<file path="src/rtl/reg_wport_arbiter_pkg.sv">
// Shared constants for the register-file write-port arbiter.
//   WriteEnable / ReadEnable : active level of the write and read enables
//   zeroWord                 : all-zero data word
//   ARB_IDLE / ARB_DRAIN / ARB_FORCE : arbiter state encodings
package reg_wport_arbiter_pkg;

    localparam logic        WriteEnable = 1'b1;
    localparam logic        ReadEnable  = 1'b1;
    localparam logic [31:0] zeroWord    = 32'h0000_0000;

    localparam logic [1:0] ARB_IDLE  = 2'd0;  // no valid pending entry
    localparam logic [1:0] ARB_DRAIN = 2'd1;  // at least one valid pending entry
    localparam logic [1:0] ARB_FORCE = 2'd2;  // one-cycle forced drain, pipeline stalled

endpackage

</file>
<file path="src/rtl/reg_wport_arbiter_if.sv">
// Bundle of the write-port arbiter's bus signals.
//   p_*        : pipeline write-back (enable, address, data)
//   m_*        : multi-cycle unit result handshake (valid/ready, address, data)
//   stall_req  : arbiter asks the pipeline to freeze for one cycle
//   re*/raddr* : decode read ports, pend_hit* : hazard against pending entries
//   rf_*       : register-file write port
// master = pipeline/decode/multi-cycle side, slave = the arbiter.
interface reg_wport_arbiter_if #(
    parameter int AW = 5,
    parameter int DW = 32
);
    logic          p_we;
    logic [AW-1:0] p_waddr;
    logic [DW-1:0] p_wdata;
    logic          m_valid;
    logic [AW-1:0] m_waddr;
    logic [DW-1:0] m_wdata;
    logic          m_ready;
    logic          stall_req;
    logic          re1;
    logic          re2;
    logic [AW-1:0] raddr1;
    logic [AW-1:0] raddr2;
    logic          pend_hit1;
    logic          pend_hit2;
    logic          rf_we;
    logic [AW-1:0] rf_waddr;
    logic [DW-1:0] rf_wdata;

    modport master (
        output p_we, p_waddr, p_wdata, m_valid, m_waddr, m_wdata, re1, re2, raddr1, raddr2,
        input  m_ready, stall_req, pend_hit1, pend_hit2, rf_we, rf_waddr, rf_wdata
    );

    modport slave (
        input  p_we, p_waddr, p_wdata, m_valid, m_waddr, m_wdata, re1, re2, raddr1, raddr2,
        output m_ready, stall_req, pend_hit1, pend_hit2, rf_we, rf_waddr, rf_wdata
    );
endinterface

</file>
<file path="src/rtl/reg_wport_arbiter_pend.sv">
// pend_fifo: storage for buffered multi-cycle results.
//   store/store_addr/store_data : append an entry (marked valid)
//   pop                         : retire the head slot
//   kill_en/kill_addr           : clear the valid bit of every entry with that address
//   raddr1/raddr2 -> match1/2   : some valid stored entry carries that address
//   head_*                      : occupancy, validity and contents of the oldest slot
//   full                        : all slots occupied (killed-but-unpopped included)
//   any_valid_next              : a valid entry will remain after this cycle's update
module pend_fifo #(
    parameter int DEPTH = 4,
    parameter int AW    = 5,
    parameter int DW    = 32
) (
    input  logic          clk,
    input  logic          rst,
    input  logic          store,
    input  logic [AW-1:0] store_addr,
    input  logic [DW-1:0] store_data,
    input  logic          pop,
    input  logic          kill_en,
    input  logic [AW-1:0] kill_addr,
    input  logic [AW-1:0] raddr1,
    input  logic [AW-1:0] raddr2,
    output logic          match1,
    output logic          match2,
    output logic          head_present,
    output logic          head_valid,
    output logic [AW-1:0] head_addr,
    output logic [DW-1:0] head_data,
    output logic          full,
    output logic          any_valid_next
);
    localparam int PW = $clog2(DEPTH);

    logic [AW-1:0]    addr_q [DEPTH];
    logic [DW-1:0]    data_q [DEPTH];
    logic [DEPTH-1:0] valid_q, valid_next;
    logic [PW-1:0]    rd_ptr, wr_ptr;
    logic [PW:0]      count;

    assign head_present   = (count != '0);
    assign head_valid     = valid_q[rd_ptr];
    assign head_addr      = addr_q[rd_ptr];
    assign head_data      = data_q[rd_ptr];
    assign full           = (count == (PW+1)'(DEPTH));
    assign any_valid_next = |valid_next;

    // Kill and pop clear first, then a push sets its slot, so a same-cycle push with
    // the killed address survives, and a push into the slot being popped wins.
    always_comb begin
        // NOTE: every variable written here gets a default first, so no latch is inferred.
        valid_next = valid_q;
        for (int i = 0; i < DEPTH; i++) begin
            if (kill_en && valid_q[i] && (addr_q[i] == kill_addr)) valid_next[i] = 1'b0;
        end
        if (pop)   valid_next[rd_ptr] = 1'b0;
        if (store) valid_next[wr_ptr] = 1'b1;
    end

    always_comb begin
        match1 = 1'b0;
        match2 = 1'b0;
        for (int i = 0; i < DEPTH; i++) begin
            if (valid_q[i] && (addr_q[i] == raddr1)) match1 = 1'b1;
            if (valid_q[i] && (addr_q[i] == raddr2)) match2 = 1'b1;
        end
    end

    // NOTE: state uses non-blocking assignments so all flops update together at the edge.
    always_ff @(posedge clk or negedge rst) begin
        if (!rst) begin
            valid_q <= '0;
            rd_ptr  <= '0;
            wr_ptr  <= '0;
            count   <= '0;
        end else begin
            valid_q <= valid_next;
            if (pop)   rd_ptr <= rd_ptr + PW'(1);
            if (store) wr_ptr <= wr_ptr + PW'(1);
            count <= count + (PW+1)'(store) - (PW+1)'(pop);
        end
    end

    // NOTE: payload storage has no reset; the valid bits alone decide whether a slot means anything.
    always_ff @(posedge clk) begin
        if (store) begin
            addr_q[wr_ptr] <= store_addr;
            data_q[wr_ptr] <= store_data;
        end
    end

endmodule

</file>
<file path="src/rtl/reg_wport_arbiter.sv">
// reg_wport_arbiter: shares the register file's single write port between the
// pipeline write-back (priority, never back-pressured) and a buffered multi-cycle unit.
//   clk, rst : clock and asynchronous active-low reset
//   bus      : slave side of reg_wport_arbiter_if (pipeline, multi-cycle, decode, rf port)
module reg_wport_arbiter
    import reg_wport_arbiter_pkg::*;
#(
    parameter int FIFO_DEPTH   = 4,
    parameter int STARVE_LIMIT = 8,
    parameter int AW           = 5,
    parameter int DW           = 32
) (
    input logic                clk,
    input logic                rst,
    reg_wport_arbiter_if.slave bus
);
    localparam int CW = $clog2(STARVE_LIMIT + 1);

    logic [1:0]    state, state_next;
    logic [CW-1:0] wait_cnt, wait_cnt_next;
    logic          force_st, p_we_on, p_grant, m_grant, pop, starve, store, kill_en;
    logic          head_present, head_valid, full, any_valid_next, match1, match2;
    logic [AW-1:0] head_addr;
    logic [DW-1:0] head_data;

    assign force_st = (state == ARB_FORCE);
    assign p_we_on  = (bus.p_we == WriteEnable);

    // In FORCE the pipeline enable is ignored and the head owns the port.
    assign p_grant = p_we_on && !force_st;
    assign m_grant = head_valid && (force_st || !p_we_on);
    // Killed heads leave without using the port, in any state.
    assign pop     = head_present && (force_st || !head_valid || !p_we_on);
    assign starve  = head_valid && !m_grant;

    // Address-0 results complete the handshake but are never stored.
    assign store   = bus.m_valid && bus.m_ready && (bus.m_waddr != '0);
    assign kill_en = p_grant && (bus.p_waddr != '0);

    // A full FIFO can still accept in FORCE because the head pop is certain.
    assign bus.m_ready   = !full || force_st;
    assign bus.stall_req = force_st;
    assign bus.rf_we     = p_grant || m_grant;
    assign bus.rf_waddr  = p_grant ? bus.p_waddr : (m_grant ? head_addr : '0);
    assign bus.rf_wdata  = p_grant ? bus.p_wdata : (m_grant ? head_data : DW'(zeroWord));
    assign bus.pend_hit1 = (bus.re1 == ReadEnable) && (bus.raddr1 != '0) && match1;
    assign bus.pend_hit2 = (bus.re2 == ReadEnable) && (bus.raddr2 != '0) && match2;

    pend_fifo #(
        .DEPTH (FIFO_DEPTH),
        .AW    (AW),
        .DW    (DW)
    ) u_pend_fifo (
        .clk            (clk),
        .rst            (rst),
        .store          (store),
        .store_addr     (bus.m_waddr),
        .store_data     (bus.m_wdata),
        .pop            (pop),
        .kill_en        (kill_en),
        .kill_addr      (bus.p_waddr),
        .raddr1         (bus.raddr1),
        .raddr2         (bus.raddr2),
        .match1         (match1),
        .match2         (match2),
        .head_present   (head_present),
        .head_valid     (head_valid),
        .head_addr      (head_addr),
        .head_data      (head_data),
        .full           (full),
        .any_valid_next (any_valid_next)
    );

    // A starved head is always present and unpopped, so every other case clears
    // the counter. Reaching STARVE_LIMIT-1 schedules the forced drain.
    always_comb begin
        wait_cnt_next = '0;
        state_next    = any_valid_next ? ARB_DRAIN : ARB_IDLE;
        if (starve) begin
            wait_cnt_next = wait_cnt + CW'(1);
            if (wait_cnt == CW'(STARVE_LIMIT - 2)) state_next = ARB_FORCE;
        end
    end

    always_ff @(posedge clk or negedge rst) begin
        if (!rst) begin
            state    <= ARB_IDLE;
            wait_cnt <= '0;
        end else begin
            state    <= state_next;
            wait_cnt <= wait_cnt_next;
        end
    end

endmodule

</file>
<file path="src/flat_wrapper.sv">
// flat-port wrapper written by rule: the top's interface ports become plain ports
module reg_wport_arbiter_flat import reg_wport_arbiter_pkg::*;
#(
    parameter int FIFO_DEPTH   = 4,
    parameter int STARVE_LIMIT = 8,
    parameter int AW           = 5,
    parameter int DW           = 32
)
  (clk, rst, bus_p_we, bus_p_waddr, bus_p_wdata, bus_m_valid, bus_m_waddr, bus_m_wdata, bus_re1, bus_re2, bus_raddr1, bus_raddr2, bus_m_ready, bus_stall_req, bus_pend_hit1, bus_pend_hit2, bus_rf_we, bus_rf_waddr, bus_rf_wdata);
  reg_wport_arbiter_if #(.AW(AW), .DW(DW)) bus_i ();
  input logic clk;
  input logic rst;
  input wire logic [$bits(bus_i.p_we)-1:0] bus_p_we;
  input wire logic [$bits(bus_i.p_waddr)-1:0] bus_p_waddr;
  input wire logic [$bits(bus_i.p_wdata)-1:0] bus_p_wdata;
  input wire logic [$bits(bus_i.m_valid)-1:0] bus_m_valid;
  input wire logic [$bits(bus_i.m_waddr)-1:0] bus_m_waddr;
  input wire logic [$bits(bus_i.m_wdata)-1:0] bus_m_wdata;
  input wire logic [$bits(bus_i.re1)-1:0] bus_re1;
  input wire logic [$bits(bus_i.re2)-1:0] bus_re2;
  input wire logic [$bits(bus_i.raddr1)-1:0] bus_raddr1;
  input wire logic [$bits(bus_i.raddr2)-1:0] bus_raddr2;
  output wire logic [$bits(bus_i.m_ready)-1:0] bus_m_ready;
  output wire logic [$bits(bus_i.stall_req)-1:0] bus_stall_req;
  output wire logic [$bits(bus_i.pend_hit1)-1:0] bus_pend_hit1;
  output wire logic [$bits(bus_i.pend_hit2)-1:0] bus_pend_hit2;
  output wire logic [$bits(bus_i.rf_we)-1:0] bus_rf_we;
  output wire logic [$bits(bus_i.rf_waddr)-1:0] bus_rf_waddr;
  output wire logic [$bits(bus_i.rf_wdata)-1:0] bus_rf_wdata;
  assign bus_i.p_we = bus_p_we;
  assign bus_i.p_waddr = bus_p_waddr;
  assign bus_i.p_wdata = bus_p_wdata;
  assign bus_i.m_valid = bus_m_valid;
  assign bus_i.m_waddr = bus_m_waddr;
  assign bus_i.m_wdata = bus_m_wdata;
  assign bus_i.re1 = bus_re1;
  assign bus_i.re2 = bus_re2;
  assign bus_i.raddr1 = bus_raddr1;
  assign bus_i.raddr2 = bus_raddr2;
  assign bus_m_ready = bus_i.m_ready;
  assign bus_stall_req = bus_i.stall_req;
  assign bus_pend_hit1 = bus_i.pend_hit1;
  assign bus_pend_hit2 = bus_i.pend_hit2;
  assign bus_rf_we = bus_i.rf_we;
  assign bus_rf_waddr = bus_i.rf_waddr;
  assign bus_rf_wdata = bus_i.rf_wdata;
  reg_wport_arbiter #(.FIFO_DEPTH(FIFO_DEPTH), .STARVE_LIMIT(STARVE_LIMIT), .AW(AW), .DW(DW)) u_core (.clk(clk), .rst(rst), .bus(bus_i));
endmodule
</file>
<file path="config.mk">
export PLATFORM = sky130hd
export DESIGN_NAME = reg_wport_arbiter_flat
export DESIGN_NICKNAME = d
export VERILOG_FILES = /design/src/rtl/reg_wport_arbiter_pkg.sv /design/src/rtl/reg_wport_arbiter_if.sv /design/src/rtl/reg_wport_arbiter_pend.sv /design/src/rtl/reg_wport_arbiter.sv /design/src/flat_wrapper.sv
export SDC_FILE = /design/constraint.sdc
export NUM_CORES = 1
export LEC_CHECK = 0
export BUFFER_PORTS_ARGS = -buffer_cell sky130_fd_sc_hd__buf_2
export CORE_ASPECT_RATIO = 0.75
export CORE_MARGIN = 2
export CORE_UTILIZATION = 45
export DETAILED_ROUTE_END_ITERATION = 7
export PLACE_DENSITY = 0.66
export SYNTH_ARGS = -nofsm -noshare
export SYNTH_HDL_FRONTEND = slang
export SYNTH_HIERARCHICAL = 1
export SYNTH_SLANG_ARGS = --single-unit
</file>
<file path="constraint.sdc">
create_clock -name clk -period 5.84 [get_ports clk]
set_input_delay 0.292 -clock clk [delete_from_list [all_inputs] [get_ports clk]]
set_output_delay 0.292 -clock clk [all_outputs]
set_load 0.02 [all_outputs]
</file>
=== Yosys cells after proc, flatten, opt, wreduce, memory -nomap -nowiden ===
Memories as Yosys holds them, arrays and structs flattened.
Cells that the tools add are included.

* $add $sub $neg: 5
* Order comparisons: 4
* Equal/unequal tests: 15
* Muxes and demuxes: 30
* Bitwise gates (word level): 3
* Reductions and logical operators: 45

{| class="wikitable"
|+ Operators by type and width
! operator !! count
|-
| two-way mux 32 bit || 2
|-
| equality test 5 bit || 12
|-
| logical AND 1 bit || 29
|-
| nonzero test 5 bit || 4
|-
| two-way mux 1 bit || 18
|-
| two-way mux 4 bit || 3
|-
| two-way mux 5 bit || 2
|-
| less-than comparator 2 x 3 -> 1 bit (second input constant) || 2
|-
| logical NOT 1 bit || 5
|-
| logical OR 1 bit || 5
|-
| adder 2 x 1 -> 2 bit (second input constant) || 2
|-
| adder 4 x 1 -> 4 bit (second input constant) || 1
|-
| AND 4 bit || 1
|-
| demux 1 bit (select 2 bit) || 2
|-
| equality test 4 x 3 -> 1 bit (second input constant) || 1
|-
| >= comparator 2 x 1 -> 1 bit (second input constant) || 2
|-
| two-way mux 2 bit || 2
|-
| inverter 4 bit || 1
|-
| OR 4 bit || 1
|-
| OR reduction 4 bit || 1
|-
| adder 3 x 1 -> 3 bit || 1
|-
| equality test 3 bit (second input constant) || 1
|-
| nonzero test 3 bit || 1
|-
| subtractor 3 x 1 -> 3 bit || 1
|-
| other kinds (2) || 2
|}

* Bits in registers: 17
* RAM bits: 148
* Memories kept: 2

{| class="wikitable"
|+ Memory list
! memory !! words !! bits a word !! rd ports !! clocked after memory_dff !! wr ports !! line !! text
|-
| u_core.u_pend_fifo.data_q || 4 || 32 || 1 || 0 || 1 || reg_wport_arbiter_pend.sv:36 || <nowiki>logic [DW-1:0] data_q [DEPTH];</nowiki>
|-
| u_core.u_pend_fifo.addr_q || 4 || 5 || 5 || 0 || 1 || reg_wport_arbiter_pend.sv:35 || <nowiki>logic [AW-1:0] addr_q [DEPTH];</nowiki>
|}

=== Logic depth before layout (Yosys ltp) ===
Gate-level depths: netlist of run 1.

* Depth in word-level cells: 15
* Gate-level depth with buffers: 12

=== Modules after synthesis ===
The synthesis of run 1 kept the hierarchy.

{| class="wikitable"
|+ By module, submodules not included
! module !! times used !! cells each !! area each (µm²) !! seq. area each (µm²)
|-
| pend_fifo || 1 || 336 || 6618.8 || 4719.5
|-
| reg_wport_arbiter || 1 || 161 || 978.4 || 150.1
|}

=== Least setup slack after synthesis of run 1 ===
OpenSTA, ideal clock, no wires.

* Kind: register to register
* Start: register u_core.u_pend_fifo.rd_ptr[0]
* End: register u_core.u_pend_fifo.count[2]
* Library setup time: 125 ps
* Arrival time: 2884 ps
* Required time: 5715 ps
* Setup slack: 2831 ps
* Stages on the path, launching flop included: 13
* Buffers on the path: 2
* Period minus slack after synthesis: 3009 ps
* Cells stage by stage: dfrtp_1 > clkbuf_1 > buf_2 > mux4_2 > nand3_1 > and2_1 > ha_1 > inv_1 > ha_1 > inv_1 > fa_1 > xnor2_1 > xnor2_1

* Longest elaborated chain between the ends: 7

{| class="wikitable"
|+ Ends and longest elaborated chain
! element !! line !! text
|-
| start: declaration || reg_wport_arbiter_pend.sv:38 || <nowiki>logic [PW-1:0] rd_ptr, wr_ptr;</nowiki>
|-
| start signal: assignment || reg_wport_arbiter_pend.sv:78 || <nowiki>if (pop) rd_ptr <= rd_ptr + PW'(1);</nowiki>
|-
| binary-select mux 1 bit (select 2 bit) || reg_wport_arbiter_pend.sv:42 || <nowiki>assign head_valid = valid_q[rd_ptr];</nowiki>
|-
| two-way mux 1 bit (not written as such) || reg_wport_arbiter_pend.sv:42 ||
|-
| via u_core.head_valid || reg_wport_arbiter.sv:22 || <nowiki>logic head_present, head_valid, full, any_valid_next, match1, match2;</nowiki>
|-
| logical NOT 1 bit || reg_wport_arbiter.sv:33 || <nowiki>assign pop = head_present && (force_st || !head_valid || !p_we_on);</nowiki>
|-
| logical OR 1 bit (2 in series) || reg_wport_arbiter.sv:33 ||
|-
| logical AND 1 bit || reg_wport_arbiter.sv:33 ||
|-
| via u_core.pop || reg_wport_arbiter.sv:21 || <nowiki>logic force_st, p_we_on, p_grant, m_grant, pop, starve, store, kill_en;</nowiki>
|-
| subtractor 3 x 1 -> 3 bit || reg_wport_arbiter_pend.sv:80 || <nowiki>count <= count + (PW+1)'(store) - (PW+1)'(pop);</nowiki>
|-
| end signal: assignment || reg_wport_arbiter_pend.sv:80 ||
|-
| end: declaration || reg_wport_arbiter_pend.sv:39 || <nowiki>logic [PW:0] count;</nowiki>
|}

The timed path passes the listed nets, and every way through them passes these cells. The select of a mux whose other input is x is not followed.
A chain may end at the register's enable or synchronous reset.

=== Worst setup path in the final report of run 1 ===
* Start: register u_core.u_pend_fifo.rd_ptr[1]
* End: register u_core.u_pend_fifo.count[2]

Same word-level chain as after synthesis.

==> key figures, run 1 <==
Min path
  • Hold_sp: bus_m_wdata[30]
  • Hold crit path type: in -> reg
  • End of the worst hold path: u_core/u_pend_fifo/data_q[3][30]
  • Worst Hold Depth: 1

Route
  • Routed wire length: 17300 microns
  • Iteration-0 DRC Markers: 391
  • Routed vias: 4695
  • Routed vias/inst: 5.50
  • Drt first pass iters: 5
  • WL per Instance: slightly above 20 microns
  • DRC: 0
  • ANT nets after route: 0

STA
  • Final Worst Setup Slack: 2.47 ns
  • Fin crit share: 0.577
  • Worst Skew: 0.00897 ns
  • Slew Viols, Final: 0
  • Unrepaired setup endpoints after global routing: false
  • Endpoints failing hold: 0
  • Min cycle time layout: 3.37 ns
  • Max Freq: 0.297 GHz
  • Post-route setup TNS: 0 ns
  • Final setup viols: 0
  • Final hold slack: 0.0734 ns
  • Slew Limit Headroom: 0.223
  • Least-Margin Pin Slew: roughly 1.2 ns

Synth
  • Mapped cell area: 0.00760 sq mm
  • Synth Register Bits: approximately 170
  • Mapped Avg Cell Area: 15.3 sq um
  • Seq/Total Area, Yosys: 0.641
  • Synth Instances: 497
  • Synth Net Count: 600
  • Main synth FF type: edfxtp_1
  • Unique masters post-synth: 36
  • Ys async rst share: 0.103
  • Yosys warns: 6
  • Post-synth EDFFs: 148

Finish
  • Multi-input gate area: 0.00256 sq mm
  • Layout fillers: 1353
  • Share of post-route cells with drive strength above 1: 0.348
  • Nets: 728
  • Area Growth Syn to Fin: 19.2%
  • Storage element area: 0.00487 sq mm
  • Design area: 0.00906 sq mm

Flow run
  • Max Cap Violations: 0

Clock network
  • Inserted Clock Buffers: 17
  • Root buffer cell: clkbuf_16
  • # Post-CTS Setup Buffers: 0
  • Clock Path Buffers: 2
  • Clock sink count: 165
  • Reg clk slew, reported paths: 0.07 ns
  • PostCTS Resize Cnt: 0
  • # hold bufs at CTS: 1
  • CTS tree: yes
  • Skew-Pair Late Insertion Delay: 0.43 ns
  • H-tree depth: 4

Worst setup path
  • Reg-to-reg endpoint: u_core/u_pend_fifo/count[2]
  • Critical path required time: 6.19 ns
  • Reg2reg path depth: 10
  • Critical path arrival: 3.72 ns
  • CP endpoint kind: flip-flop
  • Reg2Reg Setup Slack: approximately 2.5 ns
  • R2r startpoint: u_core/u_pend_fifo/rd_ptr[1]
  • CP max FO: 41
  • WS Path Type: reg -> reg
  • CP Launch Type: flip-flop

Placed design
  • Placer Congestion: 0.872
  • Post-DP Area: 0.00843 sq mm
  • DP Wirelength: around 11000 microns
  • Port bufs: roughly 130
  • Post-Place Worst Slack: roughly 2.4 ns

GRT
  • Global-route wire length before repair: 26600 microns
  • Largest net degree at the start of global routing: 42
  • Initial antenna violation count: 1
  • Vias in the first global route: 4760
  • Grt total ovfl: 0
  • Tot GR Track Use: 0.201

Floorplanning
  • Core ar.: 0.0167 sq mm
  • Die H: 117 microns
  • Number of placed I/O pins: 132
  • Initial Utilization: 0.456
  • Row cnt: 41
  • Die width: approximately 150 microns
  • Die area: about 0.018 sq mm

Power and ir drop
  • Peak VDD IR: approximately 0.27 mV
  • Total Power: ~4300 uW
  • P_leak: approximately 0.0034 uW
  • Pwr per Cell Area: 472 mW/mm^2

Run status
  • Status: completed
-- critical path, cell delays in order, from the launching register on --
cell     delay (ns)
dfrtp_2        1.09
mux4_2         0.39
nand3_1        0.21
and2_1         0.37
ha_1           0.32
inv_1          0.05
ha_1           0.13
inv_1          0.05
fa_1           0.38
xnor2_1        0.18
xnor2_1        0.13
-- routing by layer --
layer | global-route usage | routed length, microns | up-vias
met3 | 0.0501 | 1430 | 27
met5 | 0 | 0 | -
met4 | 0.0829 | 332 | 0
met2 | 0.310 | 7820 | 177
li1 | - | - | 2162
met1 | 0.279 | 7730 | 2329
-- cells by family after synthesis --
logic type	synth area share
buf+inv	0.0224
simple gates	0.0830
flops	0.641
fa+ha+maj	0.0224
xor+xnor	0.0761
compound gates	0.0425
mux	0.113
-- synth_stat cells (3+ instances only) --
cell type / instances / area, sq um
nand2_1: 45 / 169
nor4_1: 12 / 75.1
o21ai_0: 29 / 145
edfxtp_1: 148 / 4440
and2_1: 5 / 31.3
inv_1: 9 / 33.8
dfrtp_1: 17 / 425
a31o_1: 4 / 35.0
ha_1: 12 / 150
buf_1: 5 / 18.8
xor2_1: 51 / 447
or3_1: 3 / 18.8
xnor2_1: 15 / 131
mux4_2: 38 / 856
nand3_1: 49 / 245
buf_2: 11 / 55.1
o21ai_2: 9 / 78.8
or4_1: 3 / 22.5
clkbuf_1: 7 / 26.3
nor2_1: 4 / 15.0
-- final cells by class --
cell class                      instances  area share
Antenna cell                            1    0.000276
Clock buffer                           17      0.0470
Clock inverter                         15      0.0214
Inverter                               10     0.00414
Multi-Input combinational cell        295       0.283
Sequential cell                       165       0.538
Tap cell                              215      0.0297
Timing Repair Buffer                  136      0.0768
-- power by group --
group / internal [uW] / leakage [uW] / switching (uW) / total, uW
Combinational: 576 / 0.00153 / 778 / 1350
Sequential: 1560 / 0.00156 / 194 / 1760
Clock: 686 / 0.000306 / 477 / 1160
-- cell usage in the layout (no fill, tap or decap), types with 9 or more instances in the layout --
| cell type | synthesis | layout |
|---|---|---|
| buf_2 | 11 | 131 |
| clkbuf_16 | 0 | 17 |
| dfrtp_1 | 17 | 15 |
| edfxtp_1 | 148 | 148 |
| ha_1 | 12 | 12 |
| inv_1 | 9 | 9 |
| mux4_2 | 38 | 38 |
| nand2_1 | 45 | 45 |
| nand3_1 | 49 | 49 |
| nor4_1 | 12 | 12 |
| o21ai_0 | 29 | 29 |
| o21ai_2 | 9 | 9 |
| xnor2_1 | 15 | 15 |
| xor2_1 | 51 | 51 |
-- sequential cells by signal, indices dropped and copies added (netlist names) --
name                        count
u_core/state                    2
u_core/u_pend_fifo/addr_q      20
u_core/u_pend_fifo/count        3
u_core/u_pend_fifo/data_q     128
u_core/u_pend_fifo/rd_ptr       2
u_core/u_pend_fifo/valid_q      4
u_core/u_pend_fifo/wr_ptr       2
u_core/wait_cnt                 4
-- how the worst max path moves through the flow --
stage | cells after the start | slack, ns | start | end
final | 10 | 2.47 | u_core/u_pend_fifo/rd_ptr[1] | u_core/u_pend_fifo/count[2]
after global routing | 10 | 2.23 | u_core/u_pend_fifo/rd_ptr[1] | u_core/u_pend_fifo/count[2]
after CTS | 10 | 2.43 | u_core/u_pend_fifo/rd_ptr[1] | u_core/u_pend_fifo/count[2]
after detailed placement | 10 | 2.44 | u_core/u_pend_fifo/rd_ptr[1] | u_core/u_pend_fifo/count[2]
after global placement | 10 | 2.54 | u_core/u_pend_fifo/rd_ptr[1] | u_core/u_pend_fifo/count[2]
after floorplan | 12 | 2.83 | u_core/u_pend_fifo/rd_ptr[0] | u_core/u_pend_fifo/count[2]
-- through the flow --
step           cells  utilization
2_1_floorplan    497            -
3_3_place_gp     820        0.505
3_5_place_dp     820        0.505
4_1_cts          853        0.543
5_1_grt          853        0.543
6_report         854        0.543
Power figures use the tool's default switching activity.
==> run 2: changes to the inputs <==
- ABC_AREA: unset -> 1
- clock period: 5.84 -> 3.1 ns (I/O delays scaled with it)
==> key figures, run 2 <==
Run status
  • Status: completed (unchanged)

STA
  • Fin crit share: 0.834
  • Worst Skew: 0.0149 ns (was 0.00897 ns)
  • Unrepaired setup endpoints after global routing: false (unchanged)
  • Min cycle time layout: 2.59 ns
  • Slew Limit Headroom: 0.479 (was 0.223)
  • Post-route setup TNS: 0 ns (unchanged)
  • Least-Margin Pin Slew: 0.781 ns (was 1.17 ns)
  • Slew Viols, Final: 0 (unchanged)
  • Endpoints failing hold: 0 (unchanged)
  • Max Freq: 0.387 GHz
  • Final setup viols: 0 (unchanged)

Placed design
  • Port bufs: 131 (unchanged)
  • Post-DP Area: 0.00879 sq mm (was 0.00843 sq mm)
  • Placed Cells: 1153 (was 820)
  • DP Wirelength: 13000 microns (was 10900 microns)
  • Placer Congestion: 0.971 (was 0.872)

Floorplanning
  • Initial Utilization: 0.464 (was 0.456)
  • Die width: 157 microns (was 154 microns)
  • Die area: 0.0187 sq mm (was 0.0179 sq mm)
  • Core ar.: 0.0170 sq mm (was 0.0167 sq mm)
  • Row cnt: 41 (unchanged)
  • Die H: 119 microns (was 117 microns)
  • Number of placed I/O pins: 132 (unchanged)

Synth
  • Largest area contributor in the netlist: edfxtp_1 (unchanged)
  • Mapped cell area: 0.00791 sq mm (was 0.00760 sq mm)
  • Simple-gate portion of the synthesized area: 0.186 (was 0.0830)
  • Main area contributors after synthesis: edfxtp_1 56%, nand2_1 8.4%, nor2_1 5.6% (was edfxtp_1 58%, mux4_2 11%, xor2_1 5.9%)
  • Commonest cells post-synth: 178 x nand2_1, 148 x edfxtp_1, 119 x nor2_1, 80 x o21ai_0, 53 x nand3_1 (was 148 x edfxtp_1, 51 x xor2_1, 49 x nand3_1, 45 x nand2_1, 38 x mux4_2)
  • Xor/xnor share of the synthesized area: 0.00997 (was 0.0761)
  • Main combinational cell family by area after synthesis: simple AND/OR/NAND/NOR gates (was multiplexers)
  • Mapped Avg Cell Area: 9.76 sq um (was 15.3 sq um)
  • Synth Area in Adders: 0.0215 (was 0.0224)
  • Ys async rst share: 0.103 (unchanged)
  • Synth Net Count: 913 (was 600)
  • Synth Instances: 810 (was 497)
  • Top cell type's share of synthesized area: 0.562 (was 0.585)
  • Post-synthesis compound-gate area fraction: 0.112 (was 0.0425)
  • Post-synth EDFFs: 148 (unchanged)
  • Seq/Total Area, Yosys: 0.616 (was 0.641)
  • Count leader, synth: nand2_1 (was edfxtp_1)
  • Main synth FF type: edfxtp_1 (unchanged)
  • Unique masters post-synth: 28 (was 36)
  • Yosys warns: 6 (unchanged)
  • Synth Register Bits: 165 (unchanged)
  • Mux cell area share after synthesis: 0 (was 0.113)

Finish
  • Multi-input gate area: 0.00262 sq mm (was 0.00256 sq mm)
  • Most frequent cells in the layout: 178 x nand2_1, 148 x edfxtp_1, 131 x buf_2 (was 148 x edfxtp_1, 131 x buf_2, 51 x xor2_1)
  • Biggest regs: u_core/u_pend_fifo/data_q x128, u_core/u_pend_fifo/addr_q x20 (unchanged)
  • Design area: 0.00972 sq mm (was 0.00906 sq mm)
  • Biggest register: u_core/u_pend_fifo/data_q (unchanged)
  • Nets: 1075 (was 728)
  • Final cell count without fillers: 1221 (was 854)
  • Most common cell after layout, fill and taps aside: nand2_1 (was edfxtp_1)
  • Area Growth Syn to Fin: 22.9% (was 19.2%)
  • Layout fillers: 1512 (was 1353)
  • Max reg flops: 128 (unchanged)
  • Share of post-route cells with drive strength above 1: 0.198 (was 0.348)
  • # diodes: 0 (was 1)
  • Storage element area: 0.00487 sq mm (about the same)
  • Final core utilization: 0.571 (was 0.543)

Clock network
  • Clock sink count: 165 (unchanged)
  • Clock Path Buffers: 2 (unchanged)
  • Inserted Clock Buffers: 17 (unchanged)
  • Reg clk slew, reported paths: 0.06 ns (was 0.07 ns)
  • Root buffer cell: clkbuf_16 (unchanged)
  • H-tree depth: 4 (unchanged)
  • # Post-CTS Setup Buffers: 0 (unchanged)
  • PostCTS Resize Cnt: 0 (unchanged)
  • Skew-Pair Late Insertion Delay: 0.43 ns (about the same)
  • CTS tree: yes (unchanged)

Power and ir drop
  • P_leak: 0.00412 uW (was 0.00340 uW)
  • Pwr per Cell Area: 857 mW/mm^2 (was 472 mW/mm^2)
  • Peak VDD IR: 0.562 mV (was 0.267 mV)

Route
  • WL per Instance: 16.7 microns (was 20.3 microns)
  • Iteration-0 DRC Markers: 643 (was 391)
  • DRC: 0 (unchanged)
  • Routed vias/inst: 5.24 (was 5.50)
  • Drt first pass iters: 6 (was 5)
  • ANT nets after route: 0 (unchanged)
  • Routed vias: 6398 (was 4695)
  • Routed wire length: 20400 microns (was 17300 microns)

Worst setup path
  • CP Launch Type: flip-flop (unchanged)
  • WS Path Type: reg -> out (was reg -> reg)
  • CP max FO: 78 (was 41)
  • Critical path arrival: 2.43 ns (was 3.72 ns)
  • CP endpoint kind: output port (was flip-flop)
  • Critical path required time: 2.94 ns (was 6.19 ns)

Min path
  • Hold crit path type: in -> reg (unchanged)

Flow run
  • Max Cap Violations: 0 (unchanged)

GRT
  • Global-route wire length before repair: 32400 microns (was 26600 microns)
  • Initial antenna violation count: 0 (was 1)
  • Grt total ovfl: 0 (unchanged)
  • Tot GR Track Use: 0.228 (was 0.201)
  • Vias in the first global route: 6082 (was 4760)
  • Largest net degree at the start of global routing: 79 (was 42)
## run 2: cell count changes after synthesis, moves of 12 or more
cell	before	now
nand2_1	45	178
nor2_1	4	119
o21ai_0	29	80
o22ai_1	0	46
xor2_1	51	8
mux4_2	38	0
inv_1	9	46
a21oi_1	0	26
xnor2_1	15	1
nor4_1	12	0
## run 2: logic make-up (layout without fill, tap and decap cells)
group / after synthesis / in the layout
compound gates: 163 / 163
simple gates: 365 / 365
xor+xnor: 9 / 9
fa+ha+maj: 13 / 13
flops: 165 / 165
buf+inv: 95 / 270
## run 2: repair_timing
item / 4_1_cts / 5_1_grt
hold buffers: 36 / 0
endpoints found under the hold margin: 157 / 0
endpoints found under the setup margin: 0 / 0
## run 2: per-stage QoR
| stage | setup slack, ns | hold slack (ns) | total power [uW] |
|---|---|---|---|
| 6_report | 0.513 | 0.0206 | 8330 |
| 5_1_grt | 0.323 | 0.00744 | 8880 |
| 4_1_cts | 0.505 | 0.000740 | 8380 |
| 3_5_place_dp | 0.541 | 0.106 | 6320 |
| 3_3_place_gp | 0.643 | 0.103 | 6280 |
| 2_1_floorplan | 0.579 | -0.141 | 5280 |
## run 2: area by class of cell
cell class	instances	area share
timing repair buffer	181	0.118
multi-input combinational	550	0.269
sequential	165	0.501
clock inverter	15	0.0149
clock buffer	17	0.0438
tap	236	0.0304
inverter	57	0.0223
## run 2: layer usage
metal  global-route usage  wire length (microns)
met1                0.328                   9270
met2                0.336                   8990
met3               0.0699                   1860
met4               0.0619                    280
met5                    0                      0
## run 2: worst paths after layout
path / start / to / slack, ns / depth (start not counted)
worst min-delay path: bus_m_waddr[2] / u_core/u_pend_fifo/addr_q[1][2] / 0.02 / 1
min in group asynchronous: rst / u_core/u_pend_fifo/count[1] / 0.20 / 2
worst min register to register: u_core/wait_cnt[0] / u_core/wait_cnt[0] / 0.53 / 1
max in group asynchronous: rst / u_core/u_pend_fifo/rd_ptr[0] / 2.59 / 2
worst max register to register: u_core/u_pend_fifo/rd_ptr[0] / u_core/u_pend_fifo/count[2] / 0.54 / 12
worst max-delay path: u_core/u_pend_fifo/rd_ptr[0] / bus_rf_wdata[31] / 0.51 / 7
## run 2: where the power goes
| group | internal, uW | switching [uW] | total, uW | leakage (uW) |
|---|---|---|---|---|
| Clock | 1120 | 893 | 2020 | 0.000281 |
| Combinational | 987 | 2170 | 3160 | 0.00228 |
| Sequential | 2940 | 219 | 3150 | 0.00156 |
| Total | 5050 | 3280 | 8330 | 0.00412 |
## run 2: worst max-delay path, cell delays in order, from the launching register on
cell and delay (ns):
dfrtp_2 0.47, inv_4 0.09, buf_4 0.61, o21ai_0 0.16, o22ai_1 0.31, nand3_1 0.12, nand2_1 0.08, buf_2 0.15
==> run 3: changes to the inputs <==
- ABC_AREA: 1 -> 0
- clock period: 3.1 -> 2.4 ns (I/O delays scaled with it)
==> key figures, run 3 (synthesized netlist as in run 1, its figures left out) <==
Floorplanning
  • Number of placed I/O pins: 132 (unchanged)
  • Die H: 117 microns (was 119 microns)
  • Core ar.: 0.0167 sq mm (was 0.0170 sq mm)
  • Row cnt: 41 (unchanged)
  • Initial Utilization: 0.456 (was 0.464)
  • Die width: 154 microns (was 157 microns)
  • Die area: 0.0179 sq mm (was 0.0187 sq mm)

Clock network
  • Clock sink count: 165 (unchanged)
  • Reg clk slew, reported paths: 0.06 ns (about the same)
  • Root buffer cell: clkbuf_16 (unchanged)
  • H-tree depth: 4 (unchanged)
  • Clock Path Buffers: 2 (unchanged)
  • Skew-Pair Late Insertion Delay: 0.41 ns (was 0.43 ns)
  • Inserted Clock Buffers: 17 (unchanged)
  • CTS tree: yes (unchanged)

GRT
  • Largest net degree at the start of global routing: 41 (was 79)
  • Initial antenna violation count: 0 (unchanged)
  • Tot GR Track Use: 0.207 (was 0.228)
  • Global-route wire length before repair: 27300 microns (was 32400 microns)
  • Grt total ovfl: 0 (unchanged)
  • Vias in the first global route: 4949 (was 6082)

Finish
  • Design area: 0.00971 sq mm (was 0.00972 sq mm)
  • Final cell count without fillers: 915 (was 1221)
  • Max reg flops: 128 (unchanged)
  • Final core utilization: 0.582 (was 0.571)
  • Most frequent cells in the layout: 148 x edfxtp_1, 129 x buf_2, 51 x xor2_1 (was 178 x nand2_1, 148 x edfxtp_1, 131 x buf_2)
  • Area Growth Syn to Fin: 27.8% (was 22.9%)
  • Nets: 790 (was 1075)
  • Share of post-route cells with drive strength above 1: 0.364 (was 0.198)
  • Most common cell after layout, fill and taps aside: edfxtp_1 (was nand2_1)
  • # diodes: 0 (unchanged)
  • Biggest register: u_core/u_pend_fifo/data_q (unchanged)
  • Biggest regs: u_core/u_pend_fifo/data_q x128, u_core/u_pend_fifo/addr_q x20 (unchanged)

Worst setup path
  • Critical path arrival: 2.66 ns (was 2.43 ns)
  • Reg2reg path depth: 10 (was 12)
  • Crit-path leading delay family: adder cells (was buffers and inverters)
  • CP endpoint kind: flip-flop (was output port)
  • CP max FO: 3 (was 78)
  • CP Cell Sequence: mux4_2 > nand3_4 > and2_4 > ha_4 > inv_2 > ha_4 > inv_2 > fa_2 > xnor2_2 > xnor2_1 (was inv_4 > buf_4 > o21ai_0 > o22ai_1 > nand3_1 > nand2_1 > buf_2)
  • Slowest stage delay, CP: 0.56 ns (was 0.61 ns)
  • Reg2Reg Setup Slack: 0.03 ns (was 0.54 ns)
  • Reg-to-reg endpoint: u_core/u_pend_fifo/count[2] (unchanged)
  • Critical path required time: 2.69 ns (was 2.94 ns)
  • WS Path Type: reg -> reg (was reg -> out)
  • Critical Path Slowest Stage Cell: mux4_2 (was buf_4)
  • Critical path buffers and inverters: 2 (was 3)
  • CP Launch Type: flip-flop (unchanged)
  • R2r startpoint: u_core/u_pend_fifo/rd_ptr[0] (unchanged)

Placed design
  • Placer Congestion: 0.930 (was 0.971)
  • Post-DP Area: 0.00863 sq mm (was 0.00879 sq mm)
  • Post-Place Worst Slack: 0.0496 ns (was 0.541 ns)
  • DP Wirelength: 11800 microns (was 13000 microns)
  • Placed Cells: 841 (was 1153)
  • Port bufs: 131 (unchanged)

Route
  • Drt first pass iters: 5 (was 6)
  • Routed wire length: 18100 microns (was 20400 microns)
  • Routed vias/inst: 5.45 (was 5.24)
  • DRC: 0 (unchanged)
  • Iteration-0 DRC Markers: 315 (was 643)
  • WL per Instance: 19.7 microns (was 16.7 microns)
  • ANT nets after route: 0 (unchanged)
  • Routed vias: 4985 (was 6398)

Run status
  • Status: completed (unchanged)

Power and ir drop
  • Pwr per Cell Area: 1110 mW/mm^2 (was 857 mW/mm^2)
  • Register share of total power: 0.376 (was 0.379)
  • Peak VDD IR: 0.591 mV (was 0.562 mV)
  • P_leak: 0.00370 uW (was 0.00412 uW)
  • Internal power: 7240 uW (was 5050 uW)
  • Total Power: 10800 uW (was 8330 uW)
  • Sw Ratio: 0.330 (was 0.394)
  • Psw: 3560 uW (was 3280 uW)
  • Clock power frac: 0.249 (was 0.242)
  • Comb pwr share: 0.375 (was 0.379)

STA
  • Unrepaired setup endpoints after global routing: true (was false)
  • Fin crit share: 0.986
  • Slew Viols, Final: 0 (unchanged)
  • Least-Margin Pin Slew: 0.583 ns (was 0.781 ns)
  • Slew Limit Headroom: 0.611 (was 0.479)
  • Worst Skew: 0.00524 ns (was 0.0149 ns)
  • Max Freq: 0.423 GHz
  • Final Worst Setup Slack: 0.0341 ns (was 0.513 ns)
  • Endpoints failing hold: 0 (unchanged)
  • Final setup viols: 0 (unchanged)
  • Min cycle time layout: ~2.4 ns

Min path
  • Hold crit path type: in -> async (was in -> reg)

Flow run
  • Max Cap Violations: 0 (unchanged)
-- run 3: changes by cell type in the layout (fill, tap and decap cells not counted), moves of 26 or more --
cell / before / now
o21ai_0: 80 / 29
xor2_1: 8 / 51
inv_1: 46 / 7
nor2_1: 119 / 4
o22ai_1: 45 / 0
mux4_2: 0 / 38
nand2_1: 178 / 45
a21oi_1: 26 / 0
-- run 3: power groups by stage --
stage          combinational (uW)  clock, uW  sequential, uW
6_report                     4050       2690            4060
5_1_grt                      4430       2870            4110
4_1_cts                      3930       2750            4060
3_5_place_dp                 3820          0            4110
3_3_place_gp                 3770          0            4070
2_1_floorplan                2660          0            4050
-- run 3: worst reg2reg max path, cell delays in order, from the launching register on --
cell and delay [ns]:
dfrtp_2 0.41, mux4_2 0.56, nand3_4 0.10, and2_4 0.17
ha_4 0.20, inv_2 0.06, ha_4 0.12, inv_2 0.03
fa_2 0.34, xnor2_2 0.15, xnor2_1 0.12
-- run 3: final cells by class --
| type | instances | area [sq um] |
|---|---|---|
| timing repair buffer | 198 | 1310 |
| clock inverter | 13 | 158 |
| sequential | 165 | 4870 |
| inverter | 10 | 37.5 |
| fill | 1302 | 6970 |
| tap | 215 | 269 |
| clock buffer | 19 | 433 |
| multi-input combinational | 295 | 2630 |
-- run 3: worst max-delay path by stage --
stage / from / endpoint / slack, ns / cells after the start
2_1_floorplan: u_core/u_pend_fifo/rd_ptr[0] / u_core/u_pend_fifo/count[2] / -0.25 / 12
3_3_place_gp: u_core/u_pend_fifo/rd_ptr[0] / u_core/u_pend_fifo/count[2] / 0.09 / 10
3_5_place_dp: u_core/u_pend_fifo/rd_ptr[0] / u_core/u_pend_fifo/count[2] / 0.05 / 10
4_1_cts: bus_m_waddr[0] / u_core/state[0] / 0.0006 / 8
5_1_grt: u_core/u_pend_fifo/rd_ptr[0] / u_core/u_pend_fifo/count[2] / -0.04 / 10
6_report: u_core/u_pend_fifo/rd_ptr[0] / u_core/u_pend_fifo/count[2] / 0.03 / 10
-- run 3: layer usage --
layer	share of wire	vias to the layer above	GRT usage
met5	0	-	0
met4	0.010	0	0.0523
met3	0.066	20	0.0523
met2	0.47	188	0.345
met1	0.46	2504	0.276
li1	-	2273	-
-- run 3: timing repair --
item,CTS,global route
setup endpoints to repair,14,28
pin swaps,0,5
setup buffers,0,5
hold buffers,38,0
hold endpoints to repair,165,0
gates resized for setup,5,8
gates cloned,0,1
-- run 3: metrics by stage --
step                      TNS (ns)  hold slack (ns)
after floorplan             -0.535           -0.176
after global placement           0           0.0638
after detailed placement         0           0.0727
after CTS                        0            0.160
after global routing       -0.0458            0.194
final                            0            0.163
